<file path="config.mk">
export PLATFORM = sky130hd
export DESIGN_NAME = muldiv_unit
export DESIGN_NICKNAME = d
export VERILOG_FILES = /design/src/rtl/muldiv_unit.sv
export SDC_FILE = /design/constraint.sdc
export NUM_CORES = 1
export LEC_CHECK = 0
export BUFFER_PORTS_ARGS = -buffer_cell sky130_fd_sc_hd__buf_2
export CELL_PAD_IN_SITES_DETAIL_PLACEMENT = 1
export CELL_PAD_IN_SITES_GLOBAL_PLACEMENT = 1
export CORE_MARGIN = 5
export CORE_UTILIZATION = 46
export DETAILED_ROUTE_END_ITERATION = 10
export PLACE_DENSITY = 0.8
export RECOVER_POWER = 25
export SLEW_MARGIN = 20
export SYNTH_ARGS = -nofsm -noshare
export SYNTH_HDL_FRONTEND = slang
export SYNTH_SLANG_ARGS = --single-unit
</file>
<file path="constraint.sdc">
create_clock -name clk -period 4 [get_ports clk]
set_clock_uncertainty 0.2 [all_clocks]
set_input_delay 1 -clock clk [delete_from_list [all_inputs] [get_ports clk]]
set_output_delay 1 -clock clk [all_outputs]
set_load 0.02 [all_outputs]
</file>
<file path="src/rtl/muldiv_unit.sv">
// Iterative shift-add multiplier / restoring divider with start/done handshake.
// Define MULDIV_SIGNED_EN to honour op_signed (magnitude in, sign fix-up out).
module muldiv_unit #(
  parameter int WIDTH = 32
) (
  input  logic             clk,
  input  logic             reset,
  input  logic             start,
  input  logic             op,
  input  logic             op_signed,
  input  logic [WIDTH-1:0] a,
  input  logic [WIDTH-1:0] b,
  output logic             busy,
  output logic             done,
  output logic [WIDTH-1:0] hi,
  output logic [WIDTH-1:0] lo,
  output logic             div_by_zero,
  output logic [1:0]       state_dbg
);
  localparam int CNT_W = $clog2(WIDTH) + 1;

  localparam logic [1:0] S_IDLE = 2'd0;
  localparam logic [1:0] S_RUN  = 2'd1;
  localparam logic [1:0] S_DONE = 2'd2;

  // Handshake: start is taken only in IDLE/DONE; while busy it is dropped, not queued.
  // done is a one-cycle pulse and hi/lo/div_by_zero are already valid in that cycle.
  logic [1:0]       state_q, state_d;
  logic [CNT_W-1:0] cnt_q, cnt_d;
  logic [WIDTH-1:0] work_hi_q, work_hi_d, work_lo_q, work_lo_d, opnd_q, opnd_d;
  logic [WIDTH-1:0] hi_q, hi_d, lo_q, lo_d;
  logic             op_q, op_d, dbz_q, dbz_d;

  logic [WIDTH:0]   mul_sum, div_shift, div_diff;
  logic             div_ge;
  logic [WIDTH-1:0] step_hi, step_lo, res_hi, res_lo, a_mag, b_mag;

`ifdef MULDIV_SIGNED_EN
  logic             neg_q, neg_d, rneg_q, rneg_d;
  logic             a_neg, b_neg;
  logic [2*WIDTH-1:0] prod;
`else
  logic unused_op_signed;
  assign unused_op_signed = op_signed;
`endif

  always_comb begin
    mul_sum   = {1'b0, work_hi_q} + {1'b0, (work_lo_q[0] ? opnd_q : '0)};
    div_shift = {work_hi_q, work_lo_q[WIDTH-1]};
    div_diff  = div_shift - {1'b0, opnd_q};
    // Remainder stays below the divisor, so bit WIDTH of the difference is the borrow.
    div_ge    = ~div_diff[WIDTH];
    if (op_q) begin
      step_hi = div_ge ? div_diff[WIDTH-1:0] : div_shift[WIDTH-1:0];
      step_lo = {work_lo_q[WIDTH-2:0], div_ge};
    end else begin
      step_hi = mul_sum[WIDTH:1];
      step_lo = {mul_sum[0], work_lo_q[WIDTH-1:1]};
    end
`ifdef MULDIV_SIGNED_EN
    a_neg = op_signed & a[WIDTH-1];
    b_neg = op_signed & b[WIDTH-1];
    a_mag = a_neg ? -a : a;
    b_mag = b_neg ? -b : b;
    prod  = {step_hi, step_lo};
    if (op_q) begin
      res_hi = rneg_q ? -step_hi : step_hi;
      res_lo = neg_q  ? -step_lo : step_lo;
    end else begin
      prod   = neg_q ? -prod : prod;
      res_hi = prod[2*WIDTH-1:WIDTH];
      res_lo = prod[WIDTH-1:0];
    end
`else
    a_mag  = a;
    b_mag  = b;
    res_hi = step_hi;
    res_lo = step_lo;
`endif
  end

  always_comb begin
    state_d   = state_q;
    cnt_d     = cnt_q;
    work_hi_d = work_hi_q;
    work_lo_d = work_lo_q;
    opnd_d    = opnd_q;
    op_d      = op_q;
    hi_d      = hi_q;
    lo_d      = lo_q;
    dbz_d     = dbz_q;
`ifdef MULDIV_SIGNED_EN
    neg_d     = neg_q;
    rneg_d    = rneg_q;
`endif
    case (state_q)
      S_IDLE, S_DONE: begin
        state_d = S_IDLE;
        if (start) begin
          if (op && (b == '0)) begin
            state_d = S_DONE;
            hi_d    = a;
            lo_d    = '1;
            dbz_d   = 1'b1;
          end else begin
            state_d   = S_RUN;
            cnt_d     = CNT_W'(WIDTH);
            dbz_d     = 1'b0;
            op_d      = op;
            work_hi_d = '0;
            work_lo_d = op ? a_mag : b_mag;
            opnd_d    = op ? b_mag : a_mag;
`ifdef MULDIV_SIGNED_EN
            neg_d     = a_neg ^ b_neg;
            rneg_d    = a_neg;
`endif
          end
        end
      end
      S_RUN: begin
        work_hi_d = step_hi;
        work_lo_d = step_lo;
        cnt_d     = cnt_q - CNT_W'(1);
        if (cnt_q == CNT_W'(1)) begin
          state_d = S_DONE;
          hi_d    = res_hi;
          lo_d    = res_lo;
        end
      end
      default: state_d = S_IDLE;
    endcase
  end

  always_ff @(posedge clk or negedge reset) begin
    if (!reset) begin
      state_q   <= S_IDLE;
      cnt_q     <= '0;
      work_hi_q <= '0;
      work_lo_q <= '0;
      opnd_q    <= '0;
      op_q      <= 1'b0;
      hi_q      <= '0;
      lo_q      <= '0;
      dbz_q     <= 1'b0;
`ifdef MULDIV_SIGNED_EN
      neg_q     <= 1'b0;
      rneg_q    <= 1'b0;
`endif
    end else begin
      state_q   <= state_d;
      cnt_q     <= cnt_d;
      work_hi_q <= work_hi_d;
      work_lo_q <= work_lo_d;
      opnd_q    <= opnd_d;
      op_q      <= op_d;
      hi_q      <= hi_d;
      lo_q      <= lo_d;
      dbz_q     <= dbz_d;
`ifdef MULDIV_SIGNED_EN
      neg_q     <= neg_d;
      rneg_q    <= rneg_d;
`endif
    end
  end

  assign busy        = (state_q == S_RUN);
  assign done        = (state_q == S_DONE);
  assign hi          = hi_q;
  assign lo          = lo_q;
  assign div_by_zero = dbz_q;
  assign state_dbg   = state_q;
endmodule

</file>
* Yosys cells after proc, flatten, opt, wreduce, memory -nomap -nowiden
Index checks and enable logic that the tools add are counted.
** Storage, ports and cells
- Flip-flop bits (word level) :: 170
- Output and inout port bits :: 69
- Word-level logic and storage cells :: 58
** Operators by class
- Bitwise logic cells :: 2
- Reduce and logical (&&, ||, !) cells :: 9
- Add/subtract/negate cells :: 3
- Equality and inequality tests :: 7
- Muxes and demuxes :: 28
** Operator list (number)
- 2-to-1 mux 32 bit :: 16
- case mux 32 bit (2 select lines) :: 4
- adder 32 x 32 -> 33 bit :: 1
- subtractor 33 x 32 -> 33 bit :: 1
- zero test 32 bit :: 1
- 2-to-1 mux 6 bit :: 2
- case mux 6 bit (2 select lines) :: 1
- == test 6 x 1 -> 1 bit, second input constant :: 1
- 2-to-1 mux 2 bit :: 3
- != test 2 bit, second input constant :: 3
- AND reduction 3 bit :: 2
- subtractor 6 x 1 -> 6 bit, second input constant :: 1
- case mux 2 bit (2 select lines) :: 1
- AND reduction 4 bit :: 1
- == test 2 x 1 -> 1 bit, second input constant :: 1
- == test 2 bit, second input constant :: 1
- zero test 2 bit :: 1
- != test 2 x 1 -> 1 bit, second input constant :: 1
- NOT 1 bit :: 2
- AND reduction 2 bit :: 1
- nonzero test 2 bit :: 1
- OR reduction 2 bit :: 1
- logical AND 1 bit :: 1
- 2-to-1 mux 1 bit :: 1

* Longest topological paths before layout
- Depth in word-level cells :: 5
- Mapped depth :: 14

* Worst setup path before layout
No wires, ideal clock.
- Path kind :: register to register
- Start :: reg work_lo_q[0]
- End :: reg work_hi_q[28]
- Arrival time :: 3.215 ns
- Path buffers :: 1
- Slack :: 0.461 ns
- Stages on the path, launching flop included :: 13
- Cells stage by stage :: dfrtp_1 > clkbuf_1 > and2_1 > ha_1 > and3_1 > a221o_1 > nor2_1 > a31oi_4 > a32o_1 > a311o_1 > a21oi_1 > mux2_1 > o31a_1
** On the way
- Cells in the longest elaborated chain, start to end :: 4
** RTL lines
- start, declared :: line 30 : logic [WIDTH-1:0] work_hi_q, work_hi_d, work_lo_q, work_lo_d, opnd_q, opnd_d;
- start signal, assigned :: line 153 : work_lo_q <= work_lo_d;
- 2-to-1 mux 32 bit :: line 48 : mul_sum = {1'b0, work_hi_q} + {1'b0, (work_lo_q[0] ? opnd_q : '0)};
- adder 32 x 32 -> 33 bit :: line 48
- 2-to-1 mux 32 bit :: line 53 : if (op_q) begin
- case mux 32 bit (2 select lines) :: line 96 : case (state_q)
- end signal, assigned :: line 152 : work_hi_q <= work_hi_d;
- end, declared :: line 30
No other way between the ends.
A chain may end at the register's enable or synchronous reset.

* Final worst setup path
- Start :: reg work_lo_q[31]
- End :: reg hi_q[16] (netlist: hi[16])
** On the way
- Cells in the longest elaborated chain, start to end :: 5
** RTL lines
- subtractor 33 x 32 -> 33 bit :: line 50 : div_diff = div_shift - {1'b0, opnd_q};
- 2-to-1 mux 32 bit :: line 54 : step_hi = div_ge ? div_diff[WIDTH-1:0] : div_shift[WIDTH-1:0];
- 2-to-1 mux 32 bit :: line 53
- 2-to-1 mux 32 bit :: line 124 : if (cnt_q == CNT_W'(1)) begin
- case mux 32 bit (2 select lines) :: line 96
- end signal, assigned :: line 156 : hi_q <= hi_d;
- end, declared :: line 31 : logic [WIDTH-1:0] hi_q, hi_d, lo_q, lo_d;
No other way between the ends. The select of a mux whose other input is x is not followed.

==> flow_summary.yaml <==
yosys:
  seq_area_frac_synth_pct: 34.1
  synthesis.area_sq_mm: 0.0125
  synthCells: 1465
  synth_top_cell_area_share_pct: 34.1
  synth_simple_gate_area_share_pct: 17.3
  post_synth_xor_area_fraction_pct: 3.44
  synth_enable_flop_cells: 0
  async_flop_share_pct: 100
  ys_seq_elements: 170
  mappedNetlistNets: 1602
  synth_fa_ha_area_share_pct: 6.94
  synth_compound_area_share_pct: 24.4
  synth_top_family_by_area: "compound AO/OA/AOI/OAI gates"
  synth_largest_area_cell: "dfrtp_1"
  synth-warning-count: 0
  synth.area.top_cells: "dfrtp_1 34%, mux2i_1 8.7%, ha_1 6.6%, nand2_1 5.5%, o21ai_0 5.3%"
  synth_mux_area_share_pct: 9.34
  synthDistinctLibCells: 88
  ys.flop_type: "dfrtp_1"
  synth.avg_cell_area_sq_um: 8.51
floorplanning:
  i_o_pin_count: 138
  floorplan.initialDensity_pct: 46.5
  fp.coreArea_sq_mm: 0.0268
  core.rowCount: 60
  die_w_um: 175
  chipHeight_um: 175
  area_enclosed_by_the_die_boundary_sq_mm: 0.0305
timing:
  tns_ns: 0
  min_period_ns: 3.83
  timing.final.hold_violations: 0
  worst_hold_slack_ns: 0.318
  max_slew_margin_pct: -10.0
  final-max-slew-violation-count: 64
  highest_achievable_clock_rate_ghz: 0.261
  setup_violations: 0
  fin_crit_share_pct: 95.9
  max_slew.worst_pin.slew_ns: 1.65
  grt_setup_unrepaired: "no"
setup_path:
  sum_of_buffers_and_inverters_on_the_critical_path: 3
  cp_cell_sequence: "inv_1 > ha_1 > inv_1 > fa_1 > a211oi_1 > o211ai_1 > nand3_2 > a21oi_1 > a311oi_4 > nand2_4 > buf_12 > mux2_2 > mux2i_1 > a211oi_1"
  timing.critical_path.slowest_cell_delay_ns: 0.48
  worst_ep_arrival_time_ns: 3.94
  crit_fanout: 9
  cp_top_family: "compound AO/OA/AOI/OAI gates"
  worst-r2r-setup-slack_ns: 0.17
  critical_path.startpoint_type: "flop"
  worst-endpoint-required_ns: 4.10
  setup.worst_path.end_class: "flop"
  crit_type: "flop to flop"
  critical_path.slowest_cell: "a311oi_4"
place:
  detailed_place_hpwl_um: 34900
  final_gp_congestion: 0.991
  placement.io_buffers: 136
job:
  maxCapViolations: 1
power:
  power_density_mw_per_mm2: 1100
  power.static_leakage_nw: 6.63
  comb_power_share_pct: 67.3
  vdd.ir_drop.worst_v: 0.000426
  power.share.clock_pct: 10.5
  power.share.sequential_pct: 22.2
  p_sw_mw: 8.34
  cell_internal_pwr_mw: 7.59
  swShare_pct: 52.4
clock_tree:
  clock_buffers_created_by_tritoncts: 17
  clockRootBuffer: "clkbuf_16"
  cts_num_sinks: 170
  cts-hold-fix-buffers: 0
  cts_tree: "yes"
  htree_num_levels: 4
  cts-root-to-sink-buffers: 2
  clk_latency_ns: 0.43
  clk_transition_reported_paths_ns: 0.08
status:
  violations_in_the_final_reports: "max-capacitance violations, max-slew violations"
  status: "complete, but fails checks"
global_routing:
  grt_first_pass_wirelength_um: 72000
  globalRoute.totalOverflow: 0
  largest_net_degree_at_the_start_of_global_routing: 71
  total_global_route_track_usage_pct: 29.5
  grt_pass1_vias: 12600
  initial_antenna_violation_count: 1
routing:
  routed-via-count: 12100
  via_density_per_instance: 6.22
  drt_first_iter_violations: 1057
  wl_um: 45600
  drc: 0
  first_pass_iters: 5
  avgRoutedWirePerCell_um: 23.4
  antenna_violating_nets_left: 0
cells_and_area:
  antennaDiodeCount: 0
  mostFrequentLayoutCells: "182 x nand2_1, 168 x dfrtp_1, 134 x buf_2"
  final_nets: 1730
  final_common_cell: "nand2_1"
  flow.area_growth_from_synthesis_pct: 15.6
  layout_cells_sized_above_1_pct: 16.9
worst_hold_path:
  worst_hold_path_type: "flop to flop"
power by group through the flow:
| stage | registers (mW) | logic [mW] | clock network, mW |
|---|---|---|---|
| 3_5_place_dp | 3.50 | 10.4 | 0 |
| 4_1_cts | 3.49 | 10.6 | 1.69 |
| 2_1_floorplan | 3.48 | 6.93 | 0 |
| 6_report | 3.53 | 10.7 | 1.67 |
| 5_1_grt | 3.61 | 11.6 | 1.77 |
| 3_3_place_gp | 3.46 | 10.1 | 0 |
worst paths after layout:
path | startpoint | endpoint | cells after the start
max | work_lo_q[31] | hi[16] | 14
min | hi[31] | hi[31] | 1
min reg2reg | hi[31] | hi[31] | 1
max reg2reg | work_lo_q[31] | hi[16] | 14
min in group asynchronous | reset | lo[4] | 1
max in group asynchronous | reset | work_hi_q[22] | 2
cell families after synthesis:
family	after synthesis
AOI/OAI and AO/OA	474
muxes	115
DFF	170
xor gates and xnor gates	49
adders and majority gates	68
buffers and inverters	137
and+or+nand+nor	452
per-layer routing:
layer	part of all wire [%]	global-route usage [%]	vias to the layer above
met5	0.029	0	-
met4	2.6	8.77	2
met3	6.8	5.80	60
met2	46	47.0	406
met1	45	40.9	6042
li1	-	-	5596
per-stage QoR:
step / utilization, % / area (sq um) / setup slack, ns / power [mW] / cells
after floorplan: - / 12500 / 0.461 / 10.4 / 1465
after global placement: 51.6 / 13800 / 0.00694 / 13.6 / 1915
after detailed placement: 51.6 / 13800 / -0.0291 / 13.9 / 1915
after CTS: 53.8 / 14400 / 0.0691 / 15.7 / 1947
after global routing: 53.8 / 14400 / 0.0236 / 17.0 / 1947
final: 53.8 / 14400 / 0.166 / 15.9 / 1947
cells in the mapped netlist (all sizes together) (4+ instances only):
cell type	instances
nor4	11
a22o	7
clkbuf	70
inv	46
a211oi	19
a2bb2oi	4
dfrtp	170
xor2	21
o21a	7
a31oi	43
nor3b	5
mux2i	110
a21o	26
o21ai	142
and3	9
a32oi	4
ha	66
o31a	5
xnor2	28
o211ai	41
and4	5
mux2	5
nor2	101
a21oi	113
nand2b	7
or3	12
nand2	184
a311o	4
nand3	22
nand4	13
and2	35
buf	20
a211o	7
nor3	27
o21bai	6
nor2b	11
final cells by class:
class	count	area, sq um
Clock buffer	18	439
Clock inverter	14	155
Fill cell	3232	12400
Inverter	47	176
Multi-Input combinational cell	1158	7710
Sequential cell	170	4260
Tap cell	341	427
Timing Repair Buffer	199	1250
flip-flops by register name (all words and copies together), names as in the netlist:
name,cells
cnt_q,6
work_lo_q,32
opnd_q,32
hi,32
lo,32
op_q,1
div_by_zero,1
state_dbg,2
work_hi_q,32
what timing repair did:
item | in CTS | in global routing
setup buffers | 0 | 0
hold endpoints to repair | 0 | 0
setup endpoints to repair | 0 | 19
resized for setup | 0 | 4
worst register-to-register path, stage by stage, from the launching register on:
cell and delay (ns):
dfrtp_1 0.44, inv_1 0.09, ha_1 0.18, inv_1 0.06, fa_1 0.42, a211oi_1 0.38
o211ai_1 0.19, nand3_2 0.15, a21oi_1 0.14, a311oi_4 0.48, nand2_4 0.12, buf_12 0.16
mux2_2 0.28, mux2i_1 0.29, a211oi_1 0.14
Note: power is estimated with default switching activity, not from simulation.
